[src/rtl/ram_ser_pkg.sv]
// ram_ser_pkg: shared constants and the FSM state encoding for the RAM
// serializer controller.
//   NBITS_WORD : data word width
//   NWORDS     : RAM depth
//   ADDR_W     : RAM address width
//   CNT_W      : width of a word count able to hold 0..NWORDS
//   state_e    : controller state, encoding is visible on state_dbg
package ram_ser_pkg;

  localparam int unsigned NBITS_WORD = 4;
  localparam int unsigned NWORDS     = 4;
  localparam int unsigned ADDR_W     = $clog2(NWORDS);
  localparam int unsigned CNT_W      = $clog2(NWORDS + 1);

  typedef enum logic [1:0] {
    ST_IDLE  = 2'd0,
    ST_READ  = 2'd1,
    ST_SHIFT = 2'd2,
    ST_DONE  = 2'd3
  } state_e;

endpackage

[src/rtl/shift_reg4.sv]
// shift_reg4: 4-bit parallel-load, right-shift register, zero fill at MSB.
// Ports:
//   clk_2  : clock, rising edge
//   reset  : asynchronous, active-high clear
//   load   : load din (takes priority over shift)
//   shift  : shift right by one, MSB <- 0
//   din    : parallel load data
//   sout   : current LSB (registered)
module shift_reg4 (
  input  logic       clk_2,
  input  logic       reset,
  input  logic       load,
  input  logic       shift,
  input  logic [3:0] din,
  output logic       sout
);

  logic [3:0] shreg_q;
  logic [3:0] shreg_d;

  // Next-state: load wins over shift
  always_comb begin
    shreg_d = shreg_q;
    if (load) begin
      shreg_d = din;
    end else if (shift) begin
      shreg_d = {1'b0, shreg_q[3:1]};
    end
  end

  always_ff @(posedge clk_2 or posedge reset) begin
    if (reset) begin
      shreg_q <= '0;
    end else begin
      shreg_q <= shreg_d;
    end
  end

  assign sout = shreg_q[0];

endmodule

[src/rtl/ram_serializer_ctrl.sv]
// ram_serializer_ctrl: small host-writable RAM whose words are sent out
// LSB first as a serial bit stream, one block of consecutive words per
// start request.
// Ports:
//   clk_2, reset        : clock (rising edge), async active-high reset
//   wr_en/wr_addr/wr_data : host RAM write, honoured only in IDLE or DONE
//   start/start_addr/word_count : block request, sampled only in IDLE
//   serial_out/serial_valid     : serial data bit and its qualifier
//   busy                : high whenever the FSM is not in IDLE
//   done                : one-cycle block completion pulse
//   cur_addr            : RAM address currently being serialized
//   state_dbg           : encoded FSM state
module ram_serializer_ctrl #(
  parameter  int unsigned NBITS_WORD = ram_ser_pkg::NBITS_WORD,
  parameter  int unsigned NWORDS     = ram_ser_pkg::NWORDS,
  localparam int unsigned AW         = $clog2(NWORDS),
  localparam int unsigned CW         = $clog2(NWORDS + 1)
) (
  input  logic                  clk_2,
  input  logic                  reset,
  input  logic                  wr_en,
  input  logic [AW-1:0]         wr_addr,
  input  logic [NBITS_WORD-1:0] wr_data,
  input  logic                  start,
  input  logic [AW-1:0]         start_addr,
  input  logic [CW-1:0]         word_count,
  output logic                  serial_out,
  output logic                  serial_valid,
  output logic                  busy,
  output logic                  done,
  output logic [AW-1:0]         cur_addr,
  output logic [1:0]            state_dbg
);

  import ram_ser_pkg::*;

  localparam int unsigned BW = (NBITS_WORD > 1) ? $clog2(NBITS_WORD) : 1;

  state_e                state_q,    state_d;
  logic [AW-1:0]         cur_addr_q, cur_addr_d;
  logic [CW-1:0]         rem_q,      rem_d;
  logic [BW-1:0]         bit_cnt_q,  bit_cnt_d;
  logic                  busy_q,     busy_d;
  logic                  done_q,     done_d;
  logic                  valid_q,    valid_d;
  logic [NBITS_WORD-1:0] ram_q [NWORDS];
  logic [NBITS_WORD-1:0] ram_d [NWORDS];

  logic                  ram_we;
  logic [NBITS_WORD-1:0] rd_word;
  logic                  sh_load;
  logic                  sh_shift;

  // RAM write path: blocked while a block is being read/shifted
  always_comb begin
    ram_we = wr_en && ((state_q == ST_IDLE) || (state_q == ST_DONE));
    ram_d  = ram_q;
    if (ram_we) begin
      ram_d[wr_addr] = wr_data;
    end
  end

  // Combinational read; a write on the start edge is visible in READ
  assign rd_word = ram_q[cur_addr_q];

  // Next-state and registered-output logic
  always_comb begin
    state_d    = state_q;
    cur_addr_d = cur_addr_q;
    rem_d      = rem_q;
    bit_cnt_d  = bit_cnt_q;
    sh_load    = 1'b0;
    sh_shift   = 1'b0;

    case (state_q)
      ST_IDLE: begin
        if (start) begin
          if (word_count != '0) begin
            cur_addr_d = start_addr;
            rem_d      = word_count;
            state_d    = ST_READ;
          end else begin
            state_d = ST_DONE;
          end
        end
      end

      ST_READ: begin
        sh_load   = 1'b1;
        bit_cnt_d = '0;
        state_d   = ST_SHIFT;
      end

      ST_SHIFT: begin
        sh_shift = 1'b1;
        if (bit_cnt_q == BW'(NBITS_WORD - 1)) begin
          bit_cnt_d = '0;
          if (rem_q > CW'(1)) begin
            rem_d      = rem_q - CW'(1);
            cur_addr_d = (cur_addr_q == AW'(NWORDS - 1)) ? '0
                                                         : cur_addr_q + AW'(1);
            state_d    = ST_READ;
          end else begin
            rem_d   = '0;
            state_d = ST_DONE;
          end
        end else begin
          bit_cnt_d = bit_cnt_q + BW'(1);
        end
      end

      ST_DONE: begin
        state_d = ST_IDLE;
      end

      default: begin
        state_d = ST_IDLE;
      end
    endcase

    busy_d  = (state_d != ST_IDLE);
    done_d  = (state_d == ST_DONE);
    valid_d = (state_d == ST_SHIFT);
  end

  // Controller and RAM registers
  always_ff @(posedge clk_2 or posedge reset) begin
    if (reset) begin
      state_q    <= ST_IDLE;
      cur_addr_q <= '0;
      rem_q      <= '0;
      bit_cnt_q  <= '0;
      busy_q     <= 1'b0;
      done_q     <= 1'b0;
      valid_q    <= 1'b0;
      ram_q      <= '{default: '0};
    end else begin
      state_q    <= state_d;
      cur_addr_q <= cur_addr_d;
      rem_q      <= rem_d;
      bit_cnt_q  <= bit_cnt_d;
      busy_q     <= busy_d;
      done_q     <= done_d;
      valid_q    <= valid_d;
      ram_q      <= ram_d;
    end
  end

  // The register is loaded only on entry to SHIFT and is shifted empty by
  // the last SHIFT cycle, so its LSB is already 0 outside SHIFT.
  shift_reg4 u_shreg (
    .clk_2 (clk_2),
    .reset (reset),
    .load  (sh_load),
    .shift (sh_shift),
    .din   (rd_word),
    .sout  (serial_out)
  );

  assign serial_valid = valid_q;
  assign busy         = busy_q;
  assign done         = done_q;
  assign cur_addr     = cur_addr_q;
  assign state_dbg    = state_q;

endmodule

[config.mk]
export PLATFORM = sky130hd
export DESIGN_NAME = ram_serializer_ctrl
export DESIGN_NICKNAME = d
export VERILOG_FILES = /design/src/rtl/ram_ser_pkg.sv /design/src/rtl/shift_reg4.sv /design/src/rtl/ram_serializer_ctrl.sv
export SDC_FILE = /design/constraint.sdc
export NUM_CORES = 1
export LEC_CHECK = 0
export ABC_CLOCK_PERIOD_IN_PS = 1700
export BUFFER_PORTS_ARGS = -buffer_cell sky130_fd_sc_hd__buf_2
export CORE_AREA = 2 2 60 62
export CTS_CLUSTER_DIAMETER = 30
export DETAILED_ROUTE_END_ITERATION = 10
export DIE_AREA = 0 0 62 64
export PLACE_DENSITY_LB_ADDON = 0.15
export SLEW_MARGIN = 20
export SYNTH_ARGS = -nofsm -noshare
export SYNTH_HDL_FRONTEND = slang
export SYNTH_HIERARCHICAL = 1
export SYNTH_SLANG_ARGS = --single-unit
[constraint.sdc]
create_clock -name clk_2 -period 1.7 [get_ports clk_2]
set_input_delay 0.34 -clock clk_2 [delete_from_list [all_inputs] [get_ports clk_2]]
set_output_delay 0.34 -clock clk_2 [all_outputs]
set_load 0.05 [all_outputs]
==> flow_summary.toml <==
[final_layout]
stdcell_count = 217
mostFrequentLayoutCell = "dfrtp_1"
final_cell_mix = "dfrtp_1, buf_2, mux2_4"
seq_area_sq_um = 805
antenna-diode-count = 0
stdcell_area_sq_um = 2030
nets = 192
syn2layout_area_growth_pct = 26.4
nFillCells = 256
drive_above_1_share = 0.462
multiInputGateArea_sq_um = 846

[global_route]
grt_pass1_vias = 1195
grt-ovfl-total = 0
grt_pass1_wl_mm = 5.58
antenna_found_initial = 0
grt_max_degree = 29
grt_usage = 0.196

[sta]
setup_viol = 0
slew_headroom = 0.762
slew_violations = 0
hold_violations = 0
min_period_over_period = 0.974
max_freq_ghz = 0.604
period_minus_slack_ns = 1.66
tightest_slew_ns = 0.357
whs_ns = 0.279
skew_ns = 0.00749
rsz0062_at_grt = "true"

[route]
viasPerCell = 5.28
drt_first_pass_iters = 4
wl_per_cell_um = 15.2
vias = 1146
drc = 0
finalWirelength_mm = 3.30
drt_iter0_markers = 46
postRouteAntennaNets = 0

[clock_tree]
clkTransAtPathRegs_ns = 0.10
clk_path_buf_depth = 2
htree_num_levels = 2
numClockSinks = 32
cts_tree = "built"
clk_latency_ns = 0.33
cts_made_buffers = 5
root_buffer = "clkbuf_4"

[synthesis]
yosysUniqueCellTypes = 34
syn_area_per_cell_sq_um = 12.4
synth_top_area_cell = "dfrtp_1"
ys_seq_elements = 32
synth-seq-area-share = 0.498
synth_top_area_frac = 0.498
synth_area_leaders = "dfrtp_1, mux2_2, mux4_2"
synth_nets = 152
ys.warnings.count = 6
syn_inst = 130
syn_area_sq_um = 1610

[floorplanning]
die_y_um = 64
die_area_sq_um = 3970
io_pins = 23
die_w_um = 62
initial_core_util = 0.490
num_rows = 21
core-area_sq_um = 3280

[power]
p_leak_nw = 0.959
vdd_drop_max_uv = 889
power.density_nw_per_um2 = 2060
power.total_mw = 4.18

[hold_path]
hp-class = "in -> reg"

[setup_path]
crit_path_end_kind = "flip-flop"
critPathLaunchType = "flip-flop"
cp.arrival_ns = 1.88
worstPathMaxFanout = 7
path_class = "reg -> reg"
cp.required_ns = 1.92

[placed_design]
dp_cells = 204
place_congestion = 0.752
portBuffers = 22
placed_cell_area_sq_um = 1910
dpl.hpwl_mm = 2.32

[flow_run]
maxCapViolCount = 0

[outcome]
outcome = "finished, final reports clean"
layer usage:
| metal | part of all wire | track usage | vias to the layer above | wire length, um |
|---|---|---|---|---|
| met4 | 0.020 | 0.0718 | 0 | 65 |
| li1 | - | - | 545 | - |
| met2 | 0.48 | 0.285 | 30 | 1570 |
| met1 | 0.45 | 0.264 | 566 | 1480 |
| met5 | 0 | 0 | - | 0 |
| met3 | 0.055 | 0.0709 | 5 | 182 |
worst max-delay path: stages, from the launching register on:
cell and delay [ns]:
dfrtp_2 0.45, inv_2 0.09, ha_4 0.16, nor4b_4 0.30, nor4_4 0.07, buf_4 0.17, buf_6 0.12, a22o_1 0.19
logic make-up after synthesis:
group	Yosys count	synth area share
AO/OA/AOI/OAI	21	0.0895
adder cells (fa/ha/maj)	7	0.0545
buffers and inverters	15	0.0397
flip-flops	32	0.498
multiplexers	23	0.187
AND/OR/NAND/NOR	32	0.132
registers in the layout (all words and copies together), names as in the netlist:
register,count
ram_q,16
bit_cnt_q,2
done,1
u_shreg/shreg_q,4
rem_q,3
state_dbg,2
serial_valid,1
cur_addr,2
busy,1
final timing paths:
kind                              startpoint            endpoint  slack (ns)  depth (start not counted)
worst max-delay path            state_dbg[1]         cur_addr[0]        0.04                          7
worst min-delay path              wr_data[1]           ram_q[13]        0.28                          2
worst max register to register  state_dbg[1]         cur_addr[0]        0.04                          7
worst min register to register      ram_q[2]            ram_q[2]        0.51                          1
max in group asynchronous              reset         cur_addr[0]        0.79                          4
min in group asynchronous              reset  u_shreg/shreg_q[1]        0.43                          3
report_power, final:
group | switching (mW) | leakage, nW | internal (mW) | total, mW
combinational | 1.15 | 0.541 | 1.18 | 2.32
sequential | 0.271 | 0.385 | 1.14 | 1.41
clock | 0.246 | 0.0326 | 0.204 | 0.450
final cells by class:
| class | instances | area share |
|---|---|---|
| tap | 46 | 0.0283 |
| timing repair buffer | 35 | 0.105 |
| inverter | 13 | 0.0252 |
| clock buffer | 8 | 0.0289 |
| sequential | 32 | 0.396 |
| multi-input combinational | 83 | 0.416 |
cells in the mapped netlist, drive strengths merged:
| cell type | n |
|---|---|
| and4bb | 2 |
| o21ba | 1 |
| a31o | 1 |
| ha | 7 |
| or2b | 1 |
| a22o | 1 |
| and3 | 1 |
| or3 | 1 |
| o221ai | 1 |
| a211oi | 1 |
| nand4b | 1 |
| nand2 | 7 |
| mux4 | 4 |
| o311a | 1 |
| dfrtp | 32 |
| o22ai | 2 |
| nor3 | 1 |
| nor4 | 1 |
| mux2 | 16 |
| mux2i | 3 |
| nor2 | 9 |
| clkbuf | 1 |
| a2bb2oi | 2 |
| nor4b | 2 |
| o21ai | 7 |
| nand3 | 3 |
| nand2b | 1 |
| buf | 1 |
| o32ai | 1 |
| a21oi | 3 |
| nor2b | 2 |
| inv | 13 |
repair_timing:
item / CTS / global route
buffers inserted: 2 / 3
hold endpoints to repair: 4 / 0
cloned: 0 / 0
pin swaps: 1 / 3
setup endpoints to repair: 5 / 9
hold buffers: 1 / 0
resized for setup: 3 / 3
stage by stage:
step	util	setup slack (ns)	TNS [ns]
after floorplan	-	-0.223	-1.70
after global placement	0.581	0.0242	0
after detailed placement	0.581	-0.00393	-0.00393
after CTS	0.612	0.0281	0
after global routing	0.619	-0.0204	-0.0428
final	0.619	0.0446	0
No activity file was read; power rests on OpenSTA's default activity.
